## src/rtl/espiro_ctrl_if.sv

```systemverilog
// Purpose : signal bundle between the spirometer window controller and its host.
// Ports   : slave  - controller side (takes start/abort/samples, drives the
//                    comparator outputs and status).
//           master - host/bench side (mirror of slave).
interface espiro_ctrl_if;
    localparam int unsigned SMP_W   = 10;
    localparam int unsigned SUM_W   = 14;
    localparam int unsigned CVP_W   = 10;
    localparam int unsigned STATE_W = 3;

    logic               iStart;
    logic               iAbort;
    logic               iSampleValid;
    logic [SMP_W-1:0]   ivSample;
    logic [SUM_W-1:0]   ovSuma;
    logic [CVP_W-1:0]   ovCVP;
    logic               oCE;
    logic               oBusy;
    logic               oCalDone;
    logic               oDone;
    logic [STATE_W-1:0] ovState;

    modport slave (
        input  iStart, iAbort, iSampleValid, ivSample,
        output ovSuma, ovCVP, oCE, oBusy, oCalDone, oDone, ovState
    );

    modport master (
        output iStart, iAbort, iSampleValid, ivSample,
        input  ovSuma, ovCVP, oCE, oBusy, oCalDone, oDone, ovState
    );
endinterface

```

## src/rtl/espiro_ctrl.sv

```systemverilog
// Purpose : spirometer measurement controller. Sums ADC flow samples into
//           fixed-size windows, calibrates a per-level step (CVP) from the peak
//           window of a calibration phase, then strobes a comparator once per
//           measurement window until the flow goes quiet or a timeout expires.
// Ports   : iClk      - clock, all state on rising edge
//           iReset_n  - asynchronous active-low reset
//           bus       - espiro_ctrl_if.slave (start/abort/samples in,
//                       window sum, CVP, comparator strobe and status out)
module espiro_ctrl #(
    parameter int unsigned N_SAMPLES     = 16,
    parameter int unsigned CAL_WINDOWS   = 4,
    parameter int unsigned QUIET_WINDOWS = 2,
    parameter int unsigned MAX_WINDOWS   = 1023
) (
    input  logic         iClk,
    input  logic         iReset_n,
    espiro_ctrl_if.slave bus
);
    localparam int unsigned SUM_W   = 14;
    localparam int unsigned CVP_W   = 10;
    localparam int unsigned SCNT_W  = 4;
    localparam int unsigned WCNT_W  = 10;
    localparam int unsigned QCNT_W  = 4;
    localparam int unsigned PROD_W  = 18;
    localparam int unsigned CVPR_W  = 11;
    localparam int unsigned CVP_MUL = 13;
    localparam int unsigned CVP_SHR = 7;

    localparam logic [SCNT_W-1:0] LAST_SAMPLE = SCNT_W'(N_SAMPLES - 1);
    localparam logic [WCNT_W-1:0] LAST_CAL    = WCNT_W'(CAL_WINDOWS - 1);
    localparam logic [WCNT_W-1:0] MAX_WIN     = WCNT_W'(MAX_WINDOWS);
    localparam logic [QCNT_W-1:0] QUIET_END   = QCNT_W'(QUIET_WINDOWS);

    typedef enum logic [1:0] {
        ST_IDLE = 2'd0,
        ST_CAL  = 2'd1,
        ST_MEAS = 2'd2,
        ST_DONE = 2'd3
    } state_t;

    state_t r_state, w_state_nxt;

    logic [SUM_W-1:0]  r_acc, r_max, r_suma;
    logic [CVP_W-1:0]  r_cvp;
    logic [SCNT_W-1:0] r_scnt;
    logic [WCNT_W-1:0] r_wcnt;
    logic [QCNT_W-1:0] r_quiet;
    logic              r_armed, r_ce, r_busy, r_cal_done, r_done;

    logic              w_sample_en, w_win_done, w_hi, w_end;
    logic [SUM_W-1:0]  w_sum, w_max_nxt;
    logic [PROD_W-1:0] w_prod;
    logic [CVPR_W-1:0] w_cvp_raw;
    logic [CVP_W-1:0]  w_cvp;
    logic [WCNT_W-1:0] w_wcnt_inc;
    logic [QCNT_W-1:0] w_quiet_inc;

    // Window bookkeeping: the completing sample is folded in combinationally.
    assign w_sample_en = bus.iSampleValid && ((r_state == ST_CAL) || (r_state == ST_MEAS));
    assign w_win_done  = w_sample_en && (r_scnt == LAST_SAMPLE);
    assign w_sum       = r_acc + SUM_W'(bus.ivSample);
    assign w_max_nxt   = (w_sum > r_max) ? w_sum : r_max;
    assign w_wcnt_inc  = r_wcnt + WCNT_W'(1);
    assign w_quiet_inc = r_quiet + QCNT_W'(1);

    // CVP = peak*13/128, clamped to [1, 1023].
    assign w_prod    = PROD_W'(w_max_nxt) * PROD_W'(CVP_MUL);
    assign w_cvp_raw = CVPR_W'(w_prod >> CVP_SHR);

    always_comb begin
        w_cvp = w_cvp_raw[CVP_W-1:0];
        if (w_cvp_raw > CVPR_W'(1023)) begin
            w_cvp = CVP_W'(1023);
        end else if (w_cvp_raw == '0) begin
            w_cvp = CVP_W'(1);
        end
    end

    // Session ends on timeout, or once armed after enough quiet windows.
    assign w_hi  = (w_sum >= SUM_W'(r_cvp));
    assign w_end = (w_wcnt_inc == MAX_WIN) ||
                   (!w_hi && r_armed && (w_quiet_inc == QUIET_END));

    // State register; busy is registered from the next state.
    always_ff @(posedge iClk or negedge iReset_n) begin
        if (!iReset_n) begin
            r_state <= ST_IDLE;
            r_busy  <= 1'b0;
        end else begin
            r_state <= w_state_nxt;
            r_busy  <= (w_state_nxt == ST_CAL) || (w_state_nxt == ST_MEAS);
        end
    end

    // Next-state logic; abort overrides every other event.
    always_comb begin
        w_state_nxt = r_state;
        case (r_state)
            ST_IDLE: if (bus.iStart) w_state_nxt = ST_CAL;
            ST_CAL:  if (w_win_done && (r_wcnt == LAST_CAL)) w_state_nxt = ST_MEAS;
            ST_MEAS: if (w_win_done && w_end) w_state_nxt = ST_DONE;
            ST_DONE: w_state_nxt = ST_IDLE;
            default: w_state_nxt = ST_IDLE;
        endcase
        if (bus.iAbort) begin
            w_state_nxt = ST_IDLE;
        end
    end

    // Datapath: accumulator, counters, calibration and comparator strobe.
    always_ff @(posedge iClk or negedge iReset_n) begin
        if (!iReset_n) begin
            r_acc      <= '0;
            r_max      <= '0;
            r_suma     <= '0;
            r_cvp      <= '0;
            r_scnt     <= '0;
            r_wcnt     <= '0;
            r_quiet    <= '0;
            r_armed    <= 1'b0;
            r_ce       <= 1'b0;
            r_cal_done <= 1'b0;
            r_done     <= 1'b0;
        end else if (bus.iAbort) begin
            // Progress dropped; sum, CVP and calibration flag survive.
            r_acc   <= '0;
            r_max   <= '0;
            r_scnt  <= '0;
            r_wcnt  <= '0;
            r_quiet <= '0;
            r_armed <= 1'b0;
            r_ce    <= 1'b0;
            r_done  <= 1'b0;
        end else begin
            r_ce   <= 1'b0;
            r_done <= 1'b0;
            if ((r_state == ST_IDLE) && bus.iStart) begin
                r_acc      <= '0;
                r_max      <= '0;
                r_suma     <= '0;
                r_scnt     <= '0;
                r_wcnt     <= '0;
                r_quiet    <= '0;
                r_armed    <= 1'b0;
                r_cal_done <= 1'b0;
            end else if (w_win_done) begin
                r_acc  <= '0;
                r_scnt <= '0;
                r_suma <= w_sum;
                if (r_state == ST_CAL) begin
                    r_max <= w_max_nxt;
                    if (r_wcnt == LAST_CAL) begin
                        r_cvp      <= w_cvp;
                        r_cal_done <= 1'b1;
                        r_wcnt     <= '0;
                    end else begin
                        r_wcnt <= w_wcnt_inc;
                    end
                end else begin
                    r_ce   <= 1'b1;
                    r_done <= w_end;
                    r_wcnt <= w_wcnt_inc;
                    if (w_hi) begin
                        r_armed <= 1'b1;
                        r_quiet <= '0;
                    end else if (r_armed) begin
                        r_quiet <= w_quiet_inc;
                    end
                end
            end else if (w_sample_en) begin
                r_acc  <= w_sum;
                r_scnt <= r_scnt + SCNT_W'(1);
            end
        end
    end

    assign bus.ovSuma   = r_suma;
    assign bus.ovCVP    = r_cvp;
    assign bus.oCE      = r_ce;
    assign bus.oBusy    = r_busy;
    assign bus.oCalDone = r_cal_done;
    assign bus.oDone    = r_done;
    assign bus.ovState  = 3'(r_state);
endmodule

```

## src/flat_wrapper.sv

```systemverilog
// flat-port wrapper written by rule: the top's interface ports become plain ports
module espiro_ctrl_flat 
#(
    parameter int unsigned N_SAMPLES     = 16,
    parameter int unsigned CAL_WINDOWS   = 4,
    parameter int unsigned QUIET_WINDOWS = 2,
    parameter int unsigned MAX_WINDOWS   = 1023
)
  (iClk, iReset_n, bus_iStart, bus_iAbort, bus_iSampleValid, bus_ivSample, bus_ovSuma, bus_ovCVP, bus_oCE, bus_oBusy, bus_oCalDone, bus_oDone, bus_ovState);
  espiro_ctrl_if bus_i ();
  input  logic iClk;
  input  logic iReset_n;
  input wire logic [$bits(bus_i.iStart)-1:0] bus_iStart;
  input wire logic [$bits(bus_i.iAbort)-1:0] bus_iAbort;
  input wire logic [$bits(bus_i.iSampleValid)-1:0] bus_iSampleValid;
  input wire logic [$bits(bus_i.ivSample)-1:0] bus_ivSample;
  output wire logic [$bits(bus_i.ovSuma)-1:0] bus_ovSuma;
  output wire logic [$bits(bus_i.ovCVP)-1:0] bus_ovCVP;
  output wire logic [$bits(bus_i.oCE)-1:0] bus_oCE;
  output wire logic [$bits(bus_i.oBusy)-1:0] bus_oBusy;
  output wire logic [$bits(bus_i.oCalDone)-1:0] bus_oCalDone;
  output wire logic [$bits(bus_i.oDone)-1:0] bus_oDone;
  output wire logic [$bits(bus_i.ovState)-1:0] bus_ovState;
  assign bus_i.iStart = bus_iStart;
  assign bus_i.iAbort = bus_iAbort;
  assign bus_i.iSampleValid = bus_iSampleValid;
  assign bus_i.ivSample = bus_ivSample;
  assign bus_ovSuma = bus_i.ovSuma;
  assign bus_ovCVP = bus_i.ovCVP;
  assign bus_oCE = bus_i.oCE;
  assign bus_oBusy = bus_i.oBusy;
  assign bus_oCalDone = bus_i.oCalDone;
  assign bus_oDone = bus_i.oDone;
  assign bus_ovState = bus_i.ovState;
  espiro_ctrl #(.N_SAMPLES(N_SAMPLES), .CAL_WINDOWS(CAL_WINDOWS), .QUIET_WINDOWS(QUIET_WINDOWS), .MAX_WINDOWS(MAX_WINDOWS)) u_core (.iClk(iClk), .iReset_n(iReset_n), .bus(bus_i));
endmodule
```

## config.mk

```make
export PLATFORM = sky130hd
export DESIGN_NAME = espiro_ctrl_flat
export DESIGN_NICKNAME = d
export VERILOG_FILES = /design/src/rtl/espiro_ctrl_if.sv /design/src/rtl/espiro_ctrl.sv /design/src/flat_wrapper.sv
export SDC_FILE = /design/constraint.sdc
export NUM_CORES = 1
export LEC_CHECK = 0
export ABC_AREA = 1
export BUFFER_PORTS_ARGS = -buffer_cell sky130_fd_sc_hd__buf_2
export CORE_MARGIN = 3
export CORE_UTILIZATION = 35
export CTS_BUF_LIST = sky130_fd_sc_hd__clkbuf_8
export DETAILED_ROUTE_END_ITERATION = 10
export GPL_TIMING_DRIVEN = 0
export PLACE_DENSITY = 0.61
export SLEW_MARGIN = 20
export SYNTH_ARGS = -nofsm -noshare
export SYNTH_HDL_FRONTEND = slang
export SYNTH_SLANG_ARGS = --single-unit
export TNS_END_PERCENT = 100
```

## constraint.sdc

```tcl
create_clock -name iClk -period 5.85 [get_ports iClk]
set_clock_uncertainty 0.15 [all_clocks]
set_input_delay 0.585 -clock iClk [delete_from_list [all_inputs] [get_ports iClk]]
set_output_delay 0.585 -clock iClk [all_outputs]
set_load 0.05 [all_outputs]
```

# Yosys cells after proc, flatten, opt, wreduce, memory -nomap -nowiden
# Cells that the tools add are included.
# W data, S select, Z words.
word_totals:
  reg_bits: 77
  in_bits: 15
  output_inout_bits: 31
  wordCells: 110
op_classes:
  add_sub_neg: 4
  multipliers: 1
  n_lt_le_gt_ge: 3
  eq_ne: 10
  mux: 50
  bitwise_logic: 2
  reduce_logical: 27
op_table:
  columns: ["cell", "count"]
  rows:
  - ["$mux W14", 11]
  - ["$mux W10", 7]
  - ["$mux W4", 10]
  - ["$mul A14 B4 Y18 const B", 1]
  - ["$mux W1", 17]
  - ["$add A14 B10 Y14", 1]
  - ["$ge A14 B10 Y1", 1]
  - ["$gt A14 B14 Y1", 1]
  - ["$gt A11 B10 Y1 const B", 1]
  - ["$logic_not A11 Y1", 1]
  - ["$add A10 B1 Y10 const B", 1]
  - ["$eq A10 B10 Y1 const B", 1]
  - ["$eq A10 B2 Y1 const B", 1]
  - ["$reduce_bool A3 Y1", 3]
  - ["$add A4 B1 Y4 const B", 2]
  - ["$mux W2", 4]
  - ["$pmux W2 S4", 1]
  - ["$reduce_bool A4 Y1", 2]
  - ["$logic_and A1 B1 Y1", 7]
  - ["$eq A2 B2 Y1 const B", 3]
  - ["$reduce_and A3 Y1", 2]
  - ["$reduce_bool A2 Y1", 3]
  - ["$reduce_and A5 Y1", 1]
  - ["$eq A2 B1 Y1 const B", 2]
  - ["other kinds (9)", 13]

# Logic depth before layout (Yosys ltp)
logic_depth:
  depth_word: 12
  ltp_mapped: 42
  depth_no_buf: 40

# Least setup slack after synthesis
# OpenSTA, ideal clock, no wires.
synth_path:
  path_kind: "input to register"
  startpoint: "input bus_ivSample[0]"
  endpoint: "register u_core.r_cvp[0], in the netlist u_core.bus.ovCVP[0]"
  setup_time_ps: 78
  arrival_time_ps: 5632
  required_time_ps: 5622
  setup_slack_ps: -9
  path_stages: 39
  n_path_buf: 2
  cell_sequence: "ha_1 > inv_1 > fa_1 > nand3b_1 > nand2_1 > nand2_1 > nand3_1 > a21boi_2 > nor2_1 > nand2_1 > nand2_1 > inv_1 > ha_1 > nand2_2 > nor2_4 > inv_2 > nor2_4 > nand4_2 > (+3 left out) > buf_2 > o21ai_0 > inv_1 > ha_1 > inv_1 > fa_1 > inv_1 > ha_1 > nand2_1 > nor4_1 > nand2_1 > nand2_1 > nand2_1 > nand2_1 > nand2_1 > nor2_1 > nand3_1 > a21oi_1"
synth_between:
  elab_chain_cells: 7
  word_cells_on_any_way: 8
  cone_classes: "add/sub: 1; mul: 1; order compare: 2; mux: 3; reduce/logical: 1"
synth_lines:
  columns: ["item", "line_no", "source"]
  rows:
  - ["start, declared", "flat_wrapper.sv:16", "input wire logic [$bits(bus_i.ivSample)-1:0] bus_ivSample;"]
  - ["$add A14 B10 Y14 *", "espiro_ctrl.sv:61", "assign w_sum = r_acc + SUM_W'(bus.ivSample);"]
  - ["$gt A14 B14 Y1", "espiro_ctrl.sv:62", "assign w_max_nxt = (w_sum > r_max) ? w_sum : r_max;"]
  - ["$mux W14 *", "espiro_ctrl.sv:62", null]
  - ["$mul A14 B4 Y18 *", "espiro_ctrl.sv:67", "assign w_prod = PROD_W'(w_max_nxt) * PROD_W'(CVP_MUL);"]
  - ["parallel branches: the longest is 2 deep, another holds $gt A11 B10 Y1", null, null]
  - ["$mux W10 *", "espiro_ctrl.sv:72", "if (w_cvp_raw > CVPR_W'(1023)) begin"]
  - ["end signal, assigned", "espiro_ctrl.sv:153", "r_cvp <= w_cvp;"]
  - ["end, declared", "espiro_ctrl.sv:44", "logic [CVP_W-1:0] r_cvp;"]
# Mark *: on every way between the ends.
# A chain may end at the register's enable or synchronous reset.

# Final worst setup path
layout_path:
  startpoint: "register u_core.r_acc[0]"
  endpoint: "register u_core.r_cvp[0], in the netlist u_core.bus.ovCVP[0]"
layout_between:
  elab_chain_cells: 7
  word_cells_on_any_way: 8
  cone_classes: "add/sub: 1; mul: 1; order compare: 2; mux: 3; reduce/logical: 1"
layout_lines:
  columns: ["item", "line_no", "source"]
  rows:
  - ["start, declared", "espiro_ctrl.sv:43", "logic [SUM_W-1:0] r_acc, r_max, r_suma;"]
  - ["start signal, assigned", "espiro_ctrl.sv:171", "r_acc <= w_sum;"]
  - ["$add A14 B10 Y14 *", "espiro_ctrl.sv:61", null]
  - ["$gt A14 B14 Y1", "espiro_ctrl.sv:62", null]
  - ["$mux W14 *", "espiro_ctrl.sv:62", null]
  - ["$mul A14 B4 Y18 *", "espiro_ctrl.sv:67", null]
  - ["parallel branches: the longest is 2 deep, another holds $gt A11 B10 Y1", null, null]
  - ["$mux W10 *", "espiro_ctrl.sv:72", null]
# Marks and branches as above.

==> load_flow_metrics.sql <==
INSERT INTO impl_metrics (metric_group, metric, value, unit) VALUES
('outcome', 'outcome', 'finished, final reports clean', ''),
('grt', 'grt_pass1_wl', '24300', 'um'),
('floorplanning', 'effective_utilization_at_floorplan', '0.360', ''),
('floorplanning', 'floorplan.rows', '47', ''),
('grt', 'first_global_vias', '4940', ''),
('floorplanning', 'die_h', '137', 'um'),
('synth', 'netlist-cell-type-count', '43', ''),
('critical_path', 'setup.worst_path.end_class', 'flip-flop', ''),
('routing', 'count_of_routing_violations_after_the_opening_detailed_route_iteration', '305', ''),
('sta', 'setup-tns-final', '0', 'ns'),
('grt', 'grt_antenna_before_repair', '0', ''),
('clock_tree', 'clk_root_buffer_cell', 'sky130_fd_sc_hd__clkbuf_8', ''),
('grt', 'globalRoute.totalOverflow', '0', ''),
('critical_path', 'worst-path-max-fanout', '5', ''),
('clock_tree', 'cts_inserted_buffers', '9', ''),
('sta', 'grt_setup_unrepaired', 'yes', ''),
('floorplanning', 'num_io_pins', '46', ''),
('hold_path', 'tightest_hold_check_type', 'input pin to asynchronous set/reset pin', ''),
('synth', 'ys_dominant_reg_cell', 'sky130_fd_sc_hd__dfrtp_1', ''),
('critical_path', 'worst_setup_path_start_kind', 'flip-flop', ''),
('layout', 'layout.nets', '953', ''),
('grt', 'grt.total_usage', '0.164', ''),
('clock_tree', 'clkSlewWorstSetupHoldPaths', '0.08', 'ns'),
('sta', 'worst_hold_slack', '0.0226', 'ns'),
('placement', 'postPlaceCellArea', '6510', 'sq um'),
('critical_path', 'cpMostUsedCell', 'sky130_fd_sc_hd__nand2_1', ''),
('routing', 'routedWlPerCell', '14.2', 'um'),
('clock_tree', 'clock_tree_from_tritoncts', 'done', ''),
('floorplanning', 'die_x', '137', 'um'),
('routing', 'detail-route-antenna-nets', '0', ''),
('grt', 'grt_max_degree', '46', ''),
('critical_path', 'critPathMaxStageDelay', '0.49', 'ns'),
('routing', 'wl', '15400', 'um'),
('sta', 'final_max_slew_viols', '0', ''),
('sta', 'max_slew.worst_pin.slew', '0.657', 'ns'),
('clock_tree', 'cts.path.max_buffers', '2', ''),
('sta', 'setup-violations-final', '0', ''),
('synth', 'synthesis.instances', '774', ''),
('floorplanning', 'floorplan.core_area', '16600', 'sq um'),
('critical_path', 'cp_slowest_cell', 'sky130_fd_sc_hd__fa_1', ''),
('synth', 'synthArstFlopShare', '1.00', ''),
('layout', 'drive_gt1_frac', '0.224', ''),
('sta', 'slew_headroom', '0.561', ''),
('clock_tree', 'worst_skew_late_latency', '0.37', 'ns'),
('layout', 'multiInputGateArea', '3990', 'sq um'),
('placement', 'portBuffers', '44', ''),
('synth', 'flop_and_latch_count_out_of_synthesis', '77', ''),
('critical_path', 'endpoint_arrival_time_on_the_critical_path', '5.81', 'ns'),
('routing', 'via_per_inst', '4.92', ''),
('synth', 'ys_seq_area_frac', '0.322', ''),
('synth', 'syn_nets', '873', ''),
('clock_tree', 'hold_fix_buffer_count_after_cts', '0', ''),
('clock_tree', 'tritoncts_num_sinks', '77', ''),
('layout', 'layout.filler_cells', '1628', ''),
('clock_tree', 'cts_max_level', '3', ''),
('floorplanning', 'die_area', '18700', 'sq um'),
('synth', 'synth_enable_flop_cells', '0', ''),
('synth', 'syn_avg_cell_area', '7.73', 'sq um'),
('placement', 'gpl.final_weighted_congestion', '0.908', ''),
('sta', 'timing_hold_violations_final', '0', ''),
('sta', 'finalWorstPathRequiredPeriod', '5.66', 'ns'),
('routing', 'drc_errors', '0', ''),
('run', 'max-cap-violations', '0', ''),
('layout', 'final-seq-area', '1930', 'sq um'),
('synth', 'post_synth_instance_area', '5980', 'sq um'),
('critical_path', 'setup.worst_path.class', 'flip-flop to flip-flop', ''),
('critical_path', 'worst_ep_required_time', '6.00', 'ns'),
('sta', 'maxClockFrequency', '177', 'MHz'),
('sta', 'layout_worst_path_cycle_share', '0.967', ''),
('layout', 'antenna-diode-count', '0', ''),
('placement', 'dpl.hpwl', '11500', 'um'),
('synth', 'warnings_from_yosys', '0', ''),
('layout', 'post-route-util', '0.451', ''),
('routing', 'drt_pre_antenna_iters', '4', ''),
('layout', 'stdcell_area', '7500', 'sq um'),
('routing', 'detailroute.via_count', '5308', ''),
('layout', 'area_growth_syn_to_layout', '25.4', '%');
synth_stat cells (2+ instances only):
cell type,n,share of area
sky130_fd_sc_hd__nor4_1,3,0.0031
sky130_fd_sc_hd__nor3_1,8,0.0067
sky130_fd_sc_hd__nand2_2,9,0.0094
sky130_fd_sc_hd__a21boi_0,2,0.0025
sky130_fd_sc_hd__o21bai_1,4,0.0050
sky130_fd_sc_hd__ha_1,76,0.16
sky130_fd_sc_hd__a31oi_1,5,0.0052
sky130_fd_sc_hd__nand3_1,49,0.041
sky130_fd_sc_hd__xnor2_1,5,0.0073
sky130_fd_sc_hd__o22ai_1,23,0.024
sky130_fd_sc_hd__nor2_1,30,0.019
sky130_fd_sc_hd__a21o_1,4,0.0050
sky130_fd_sc_hd__clkbuf_1,8,0.0050
sky130_fd_sc_hd__o21ai_0,65,0.054
sky130_fd_sc_hd__nand3b_1,5,0.0063
sky130_fd_sc_hd__and2_1,2,0.0021
sky130_fd_sc_hd__fa_1,8,0.027
sky130_fd_sc_hd__nor2_4,3,0.0056
sky130_fd_sc_hd__dfrtp_1,77,0.32
sky130_fd_sc_hd__buf_2,2,0.0017
sky130_fd_sc_hd__inv_2,5,0.0031
sky130_fd_sc_hd__a21oi_1,39,0.033
sky130_fd_sc_hd__nand4_1,9,0.0094
sky130_fd_sc_hd__o21a_1,2,0.0025
sky130_fd_sc_hd__xor2_1,20,0.029
sky130_fd_sc_hd__nand2_1,145,0.091
sky130_fd_sc_hd__o21ai_2,2,0.0029
sky130_fd_sc_hd__inv_1,143,0.090
sky130_fd_sc_hd__a22oi_1,6,0.0075
sky130_fd_sc_hd__nor3b_1,2,0.0025
placed cells by master, fill, tap and decap left out, types with 3 or more instances in the layout:
| cell type | instances |
|---|---|
| sky130_fd_sc_hd__dfrtp_1 | 77 |
| sky130_fd_sc_hd__nand3b_1 | 5 |
| sky130_fd_sc_hd__clkbuf_1 | 7 |
| sky130_fd_sc_hd__nor3_2 | 4 |
| sky130_fd_sc_hd__buf_2 | 43 |
| sky130_fd_sc_hd__nand4_1 | 9 |
| sky130_fd_sc_hd__o21ai_1 | 12 |
| sky130_fd_sc_hd__nor3_1 | 5 |
| sky130_fd_sc_hd__nor2_4 | 3 |
| sky130_fd_sc_hd__nand2_2 | 21 |
| sky130_fd_sc_hd__a22oi_1 | 5 |
| sky130_fd_sc_hd__nor2_2 | 3 |
| sky130_fd_sc_hd__o21ai_4 | 5 |
| sky130_fd_sc_hd__o22ai_1 | 23 |
| sky130_fd_sc_hd__ha_2 | 3 |
| sky130_fd_sc_hd__nand2_4 | 3 |
| sky130_fd_sc_hd__a21oi_1 | 25 |
| sky130_fd_sc_hd__o21bai_1 | 3 |
| sky130_fd_sc_hd__a21oi_2 | 10 |
| sky130_fd_sc_hd__buf_4 | 25 |
| sky130_fd_sc_hd__nor2_1 | 28 |
| sky130_fd_sc_hd__fa_1 | 7 |
| sky130_fd_sc_hd__xnor2_1 | 3 |
| sky130_fd_sc_hd__o21ai_0 | 43 |
| sky130_fd_sc_hd__nor4_1 | 3 |
| sky130_fd_sc_hd__ha_1 | 61 |
| sky130_fd_sc_hd__nand3_1 | 44 |
| sky130_fd_sc_hd__inv_1 | 139 |
| sky130_fd_sc_hd__nand2_1 | 130 |
| sky130_fd_sc_hd__xor2_2 | 3 |
| sky130_fd_sc_hd__clkbuf_8 | 9 |
| sky130_fd_sc_hd__xor2_1 | 16 |
| sky130_fd_sc_hd__a21o_1 | 4 |
| sky130_fd_sc_hd__o21ai_2 | 7 |
| sky130_fd_sc_hd__a21oi_4 | 4 |
| sky130_fd_sc_hd__inv_2 | 9 |
| sky130_fd_sc_hd__nand3_2 | 3 |
| sky130_fd_sc_hd__a31oi_1 | 4 |
| sky130_fd_sc_hd__ha_4 | 12 |
final timing paths:
path	start	endpoint	slack [ns]	cells after the start
worst min register to register	u_core.bus.ovSuma[11]	u_core.bus.ovSuma[11]	0.33	2
worst max-delay path	u_core.r_acc[0]	u_core.bus.ovCVP[0]	0.19	39
worst max register to register	u_core.r_acc[0]	u_core.bus.ovCVP[0]	0.19	39
worst min-delay path	iReset_n	u_core.r_quiet[3]	0.02	1
min in group iClk	u_core.bus.ovSuma[11]	u_core.bus.ovSuma[11]	0.33	2
max in group asynchronous	iReset_n	u_core.r_max[3]	4.93	2
stage by stage:
stage | worst slack (ns) | instances
after floorplan | 0.0529 | 774
after CTS | 0.00174 | 1058
final | 0.194 | 1078
after global routing | -0.144 | 1078
after global placement | -1.09 | 1038
after detailed placement | -1.13 | 1039
metal layers:
| layer | GRT usage | up-vias | wire (um) |
|---|---|---|---|
| met5 | 0 | - | 0 |
| met2 | 0.272 | 68 | 7350 |
| met1 | 0.223 | 2504 | 7320 |
| met4 | 0.0599 | 0 | 301 |
| li1 | - | 2719 | - |
| met3 | 0.0165 | 17 | 382 |
cells by family (layout without fill, tap and decap cells):
family,Yosys count,after routing,share of synthesized area
simple gates,271,271,0.205
compound gates,156,156,0.148
other cells,1,1,0.000627
xor+xnor,25,25,0.0366
flops,77,77,0.322
buf+inv,159,243,0.101
mux,1,1,0.00167
fa+ha+maj,84,84,0.186
sequential cells by signal, summed over array words and instances, names as in the netlist, 2 cells and up:
name	count
u_core.bus.ovCVP	10
u_core.r_wcnt	10
u_core.r_state	2
u_core.r_acc	14
u_core.r_max	14
u_core.r_quiet	4
u_core.r_scnt	4
u_core.bus.ovSuma	14
layout make-up:
type / instances / area share
clock inverters: 6 / 0.0108
inverters: 148 / 0.0757
multi-input cells: 538 / 0.532
plain buffers: 10 / 0.00850
well taps: 220 / 0.0367
flip-flops and latches: 77 / 0.257
clock buffers: 9 / 0.0165
repair buffers: 70 / 0.0630
what timing repair did:
action | in CTS | in global routing
gates cloned | 0 | 2
resized for setup | 61 | 76
endpoints found under the setup margin | 10 | 10
setup buffers | 5 | 18
pin swaps | 9 | 26
critical path: cells and delay by family (launching register included):
kind                     cells  cell delay (ns)
flip-flops                   1             0.36
adder cells (fa/ha/maj)      6             1.70
AO/OA/AOI/OAI                7             0.95
AND/OR/NAND/NOR             17             1.82
buffers and inverters        9             0.59
Power is not shown: default switching activity piles up to over one toggle a cycle in this logic, so the estimate is an artifact.
